==> src/rtl/rc5_seq_ctrl.sv <==
// rc5_seq_ctrl: sequences one 64-bit job at a time through an RC5 encoder/decoder core pair.
// Define RC5_SEQ_SELFCHECK_EN to decrypt every ciphertext again and flag mismatches on out_err.
module rc5_seq_ctrl #(
  parameter int ROUNDS = 12
) (
  input  logic        clk,
  input  logic        rst,
  input  logic        in_valid,
  output logic        in_ready,
  input  logic        in_mode,
  input  logic [63:0] in_data,
  output logic        out_valid,
  input  logic        out_ready,
  output logic [63:0] out_data,
  output logic        out_mode,
  output logic        out_err,
  output logic        busy,
  output logic        enc_rst,
  output logic        dec_rst,
  output logic [63:0] enc_din,
  output logic [63:0] dec_din,
  input  logic [63:0] enc_dout,
  input  logic [63:0] dec_dout
);
  localparam logic [7:0] LAST = 8'(ROUNDS - 1);

  typedef enum logic [2:0] {
    IDLE,
    LOAD,
    RUN,
`ifdef RC5_SEQ_SELFCHECK_EN
    CHK_LOAD,
    CHK_RUN,
`endif
    DONE
  } state_t;

  state_t      state_q, state_d;
  logic [7:0]  cnt_q;
  logic [63:0] data_q;
  logic        mode_q;
  logic [63:0] res_q;
  logic        omode_q;

  always_comb begin
    state_d = state_q;
    case (state_q)
      IDLE: if (in_valid) state_d = LOAD;
      LOAD: state_d = RUN;
      RUN: if (cnt_q == LAST) begin
`ifdef RC5_SEQ_SELFCHECK_EN
        state_d = mode_q ? DONE : CHK_LOAD;
`else
        state_d = DONE;
`endif
      end
`ifdef RC5_SEQ_SELFCHECK_EN
      CHK_LOAD: state_d = CHK_RUN;
      CHK_RUN: if (cnt_q == LAST) state_d = DONE;
`endif
      DONE: if (out_ready) state_d = IDLE;
      default: state_d = IDLE;
    endcase
  end

  // Idle core is parked in reset with a zero input so it never toggles.
  always_comb begin
    in_ready  = (state_q == IDLE);
    out_valid = (state_q == DONE);
    enc_rst   = 1'b0;
    dec_rst   = 1'b0;
    enc_din   = '0;
    dec_din   = '0;
    case (state_q)
      LOAD: begin
        if (mode_q) dec_din = data_q;
        else        enc_din = data_q;
      end
      RUN: begin
        if (mode_q) begin
          dec_rst = 1'b1;
          dec_din = data_q;
        end else begin
          enc_rst = 1'b1;
          enc_din = data_q;
        end
      end
`ifdef RC5_SEQ_SELFCHECK_EN
      CHK_LOAD: dec_din = res_q;
      CHK_RUN: begin
        dec_rst = 1'b1;
        dec_din = res_q;
      end
`endif
      default: ;
    endcase
  end

  assign busy     = ~in_ready;
  assign out_data = res_q;
  assign out_mode = omode_q;

  always_ff @(posedge clk or negedge rst) begin
    if (!rst) begin
      state_q <= IDLE;
      cnt_q   <= '0;
      data_q  <= '0;
      mode_q  <= 1'b0;
      res_q   <= '0;
      omode_q <= 1'b0;
    end else begin
      state_q <= state_d;
      case (state_q)
        IDLE: if (in_valid) begin
          data_q <= in_data;
          mode_q <= in_mode;
          cnt_q  <= '0;
        end
        LOAD: cnt_q <= '0;
        RUN: begin
          if (cnt_q == LAST) begin
            res_q   <= mode_q ? dec_dout : enc_dout;
            omode_q <= mode_q;
          end else begin
            cnt_q <= cnt_q + 8'd1;
          end
        end
`ifdef RC5_SEQ_SELFCHECK_EN
        CHK_LOAD: cnt_q <= '0;
        CHK_RUN: if (cnt_q != LAST) cnt_q <= cnt_q + 8'd1;
`endif
        default: ;
      endcase
    end
  end

`ifdef RC5_SEQ_SELFCHECK_EN
  logic err_q;

  // res_q still holds the ciphertext during the check, so out_data is the encrypt result.
  always_ff @(posedge clk or negedge rst) begin
    if (!rst) begin
      err_q <= 1'b0;
    end else if (cnt_q == LAST) begin
      if (state_q == RUN)          err_q <= 1'b0;
      else if (state_q == CHK_RUN) err_q <= (dec_dout != data_q);
    end
  end

  assign out_err = err_q;
`else
  assign out_err = 1'b0;
`endif
endmodule

==> config.mk <==
export PLATFORM = sky130hd
export DESIGN_NAME = rc5_seq_ctrl
export DESIGN_NICKNAME = d
export VERILOG_FILES = /design/src/rtl/rc5_seq_ctrl.sv
export SDC_FILE = /design/constraint.sdc
export NUM_CORES = 1
export LEC_CHECK = 0
export CORE_AREA = 2 2 153 155
export DETAILED_ROUTE_END_ITERATION = 7
export DIE_AREA = 0 0 155 157
export PLACE_DENSITY_LB_ADDON = 0.08
export SYNTH_ARGS = -nofsm -noshare
export SYNTH_HDL_FRONTEND = slang
export SYNTH_SLANG_ARGS = --single-unit
==> constraint.sdc <==
create_clock -name clk -period 3 [get_ports clk]
set_input_delay 0.9 -clock clk [delete_from_list [all_inputs] [get_ports clk]]
set_output_delay 0.9 -clock clk [all_outputs]
set_load 0.005 [all_outputs]
### After elaboration in Yosys (flattened, before gate mapping)

Index checks and enable logic that the tools add are counted.

* $add $sub $neg: 1
* eq/ne operators: 8
* multiplexer cells: 16
* bitwise operators: 1
* reductions and logical operators: 7

Operators with widths (number)
* $mux W64: 5
* $pmux W8 S3: 1
* $mux W8: 2
* $pmux W3 S4: 1
* $mux W3: 3
* $add A8 B1 Y8 const B: 1
* $eq A8 B4 Y1 const B: 1
* $eq A3 B2 Y1 const B: 2
* $ne A2 B2 Y1 const B: 3
* $reduce_and A3 Y1: 2
* $mux W1: 4
* $reduce_and A2 Y1: 2
* $eq A3 B1 Y1 const B: 1
* $logic_not A3 Y1: 1
* $reduce_bool A3 Y1: 1
* $ne A2 B1 Y1 const B: 1
* $reduce_or A2 Y1: 1
* $not A1 Y1: 1

* register bits after elaboration: 141
* input bits: 197
* output and inout bits: 199
* word-level logic and storage cells: 39

### Logic depth before layout (Yosys ltp)

* depth after elaboration: 3
* depth in mapped cells: 10
* depth with buffers taken out: 6

### Worst setup path before layout

OpenSTA, ideal clock, no wires.

* path kind: reg2out
* start: reg state_q[0]
* end: out enc_din[10]
* arrival time: 1.436 ns
* required time: 2.100 ns
* path slack: 0.664 ns
* cell stages (with the launch flop): 7
* path buffers: 2
* cell sequence: dfrtp_1 -> inv_1 -> ha_1 -> nor2b_1 -> clkbuf_1 -> clkbuf_1 -> and2_1

* longest elaborated chain between the ends: 3
* elaborated cells on any way between the ends: 4
* classes of those cells: eq/ne: 2; mux: 1; reduce/logical: 1

RTL lines
* start: declaration: line 38 `state_t state_q, state_d;`
* start signal: assignment: line 112 `state_q <= state_d;`
* $eq A3 B2 Y1 / $eq A3 B1 Y1 (equally long branches): line 74 `case (state_q)`
* $reduce_or A2 Y1 (no line) *
* $mux W64 *
* end: declaration: line 20 `output logic [63:0] enc_din,`

Mark *: on every way between the ends. The rest lies on a longest branch, timed or not.

### Worst setup path after layout

* start: reg state_q[0]
* end: out dec_din[35]

* longest elaborated chain between the ends: 3
* elaborated cells on any way between the ends: 4
* classes of those cells: eq/ne: 2; mux: 1; reduce/logical: 1

RTL lines
* $eq A3 B2 Y1 / $eq A3 B1 Y1 (equally long branches): line 74
* $reduce_or A2 Y1 (no line) *
* $mux W64 *
* end: declaration: line 21 `output logic [63:0] dec_din,`

Marked as above.

==> results by group <==
Synthesis
  • Post-Synth Adder-Cell Area: 0.9089%
  • Synth unique cells: 36
  • Largest family of logic cells by synthesized area: multiplexers
  • Post-synthesis sequential area ratio: 50.90%
  • Synth Cell Area: 6883 µm²
  • Commonest cells in the netlist: dfrtp_1, nand2_1, and3_1, mux2_2, o21ai_0
  • Top post-synthesis cells by area: dfrtp_1, mux2_2, mux2i_1
  • Top-count cell post-synth: dfrtp_1
  • Main synth FF type: dfrtp_1
  • Post-Synth Simple-Gate Area: 17.98%
  • Top cell type's share of synthesized area: 50.90%
  • Syn Nets: 844
  • #FFs+latches synth: 140
  • Leading area contributor after synthesis: dfrtp_1
  • FFs w/ async S/R, synth: 100.0%
  • Synth Area in XOR/XNOR: 0%
  • Syn avg cell area: 10.72 µm²
  • Multiplexer share of the synthesized area: 20.47%
  • Syn. warnings: 0
  • Compound-Gate Fraction of Synth Area: 6.126%
  • Post-synth EDFFs: 0
  • Gate Count Post-Synth: 642

Layout
  • Area Growth Syn to Fin: 73.37%
  • Final #Nets: 1233
  • Design Area, Final: 11930 µm²
  • Area occupied by registers: 3507 µm²
  • Fin cells: 1330
  • Layout cells sized above 1: 13.12%
  • Filler cell count: 2078
  • Footprint of the multi-input gates: 3162 µm²

GRT
  • Grt ovf: 0
  • Number of global-route vias before repair: 5981
  • Pin count of the biggest net entering global routing: 130
  • First-pass GRT wire length: 35160 µm
  • GRT Util Overall: 18.82%
  • Initial antenna violation count: 1

Timing
  • Post-Route Skew: 0.009071 ns
  • Crit share post-route: 99.94%
  • Max transition margin: 55.26%
  • Pins Over Slew Limit: 0
  • Worst-Margin Slew: 0.6712 ns
  • # setup viols final: 0
  • Min Clock Period, post-route: 2.998 ns
  • Final worst slack: 0.001652 ns
  • Hold Slack: 0.3815 ns
  • Fin. Hold Viols: 0
  • Fmax: 0.3335 GHz
  • RSZ-0062 raised after global routing: true
  • Setup Total Neg Slack: 0 ns

Clock tree
  • H-tree depth: 4
  • Max clock buf depth: 2
  • CTS Buf Count: 17
  • Clock sink count: 140
  • CTS tree: built
  • Post-cts hold buffer count: 0
  • Clk slew on worst S/H paths: 0.06 ns
  • Insertion delay to the later sink of the worst-skew pair: 0.42 ns
  • Root buffer cell: clkbuf_16

Setup path
  • R2R cell count: 7
  • R2R setup slack: 0.84 ns
  • FF-to-FF Start: state_q[1]
  • WP data required: 2.10 ns
  • Worst Path Max Fanout: 18
  • Arrival time worst endpoint: 2.10 ns
  • Setup crit end kind: primary output
  • Startpoint types: register
  • RR Endpoint: out_mode
  • Kind of critical path: register to primary output

Die
  • Starting Density: 30.59%
  • DIE WIDTH: 155 µm
  • Core Area: 22500 µm²
  • Die Ht: 157 µm
  • Rows: 55
  • Die ar.: 24340 µm²
  • I/O pin count: 396

Drt
  • Vias per cell: 4.577
  • Via Count: 6088
  • DR WL/cell: 17.79 µm
  • DRT Wirelength: 23660 µm
  • Drt first pass iters: 4
  • Iter 0 DRT Violations: 250
  • DRC Markers: 0
  • Antenna-violating nets left: 0

Outcome
  • Status: finished, final reports clean

Flow run
  • Total of max-cap violations: 0

Placed design
  • DP Wirelength: 17420 µm
  • Buffers on Ports: 394
  • Area after DPL: 11160 µm²
  • GP Congestion: 0.7709
  • Placed cell count: 1286
  • Worst Setup Slack post-DPL: 0.1910 ns

Pwr
  • Pwr/cell area: 844.0 nW/µm²
  • Leak Pwr: 6.038 nW
  • Maximum VDD drop: 0.4531 mV

Hold path
  • Hold Path Class: primary input to async pin
## metrics by stage
stage | util (%) | power (mW)
after CTS | 52.25 | 9.946
final | 53.03 | 10.07
after global routing | 53.03 | 10.73
after detailed placement | 49.58 | 7.862
after floorplan | - | 5.023
after global placement | 49.58 | 7.856
## critical path: stages (launching register included)
cell	delay, ns
dfrtp_1	0.36
inv_2	0.06
ha_4	0.28
buf_6	0.14
clkbuf_16	0.17
and3_1	0.14
clkdlybuf4s50_1	0.53
## cells by family (layout without fill, tap and decap cells)
logic type               count (synthesis)  in the layout
other                                    1              2
AND/OR/NAND/NOR                        228            228
adder cells (fa/ha/maj)                  5              5
buffers and inverters                   58            460
flip-flops                             140            140
AO/OA/AOI/OAI                           78             78
multiplexers                           132            132
## cells in the final DEF, fill, tap and decap left out, drive strengths merged, types with 4 or more instances in the layout
cell,instances
nor2,4
dlymetal6s2s,29
and3,66
inv,7
buf,27
clkdlybuf4s50,310
nand2,72
o21ai,68
dlygate4sd2,54
ha,5
dfrtp,140
clkbuf,23
and2,65
nand3,6
nor3,4
clkinv,5
mux2i,65
mux2,67
## worst max-delay path by stage
stage | startpoint | endpoint
final | state_q[0] | dec_din[35]
after global routing | state_q[0] | enc_din[58]
after CTS | state_q[0] | enc_din[62]
after detailed placement | state_q[1] | dec_din[12]
after global placement | state_q[0] | dec_din[12]
after floorplan | state_q[0] | enc_din[10]
## layout make-up
cell class,count,area share (%)
Timing Repair Buffer,423,36.06
Sequential cell,140,29.39
Multi-Input combinational cell,444,26.50
Clock buffer,20,3.743
Tap cell,285,2.988
Clock inverter,12,1.143
Inverter,5,0.1573
Antenna cell,1,0.02097
## flip-flops by register name, summed over array words and instances, names as in the netlist
signal and count:
mode_q 1, out_data 64, cnt_q 8, out_mode 1
data_q 64, state_q 2
## report_power, final
group | leakage (nW) | total, mW | switching (mW) | internal, mW
sequential | 1.47 | 2.80 | 0.416 | 2.38
clock | 0.277 | 2.09 | 0.841 | 1.25
combinational | 4.29 | 5.18 | 2.09 | 3.09
total | 6.04 | 10.1 | 3.35 | 6.72
## what timing repair did
action                                  in CTS  in global routing
gates cloned                                 1                  3
gates resized for setup                     58                 35
endpoints found under the setup margin     128                 85
pin swaps                                    0                  1
endpoints found under the hold margin        0                  0
buffers inserted                             4                  5
## routing by layer
metal	vias to the layer above	share of wire [%]	global-route usage, %
li1	2987	-	-
met1	2860	40	22.60
met2	210	51	32.15
met3	31	6.8	5.699
met4	0	2.1	6.481
met5	-	0	0
Note: power is estimated with default switching activity, not from simulation.
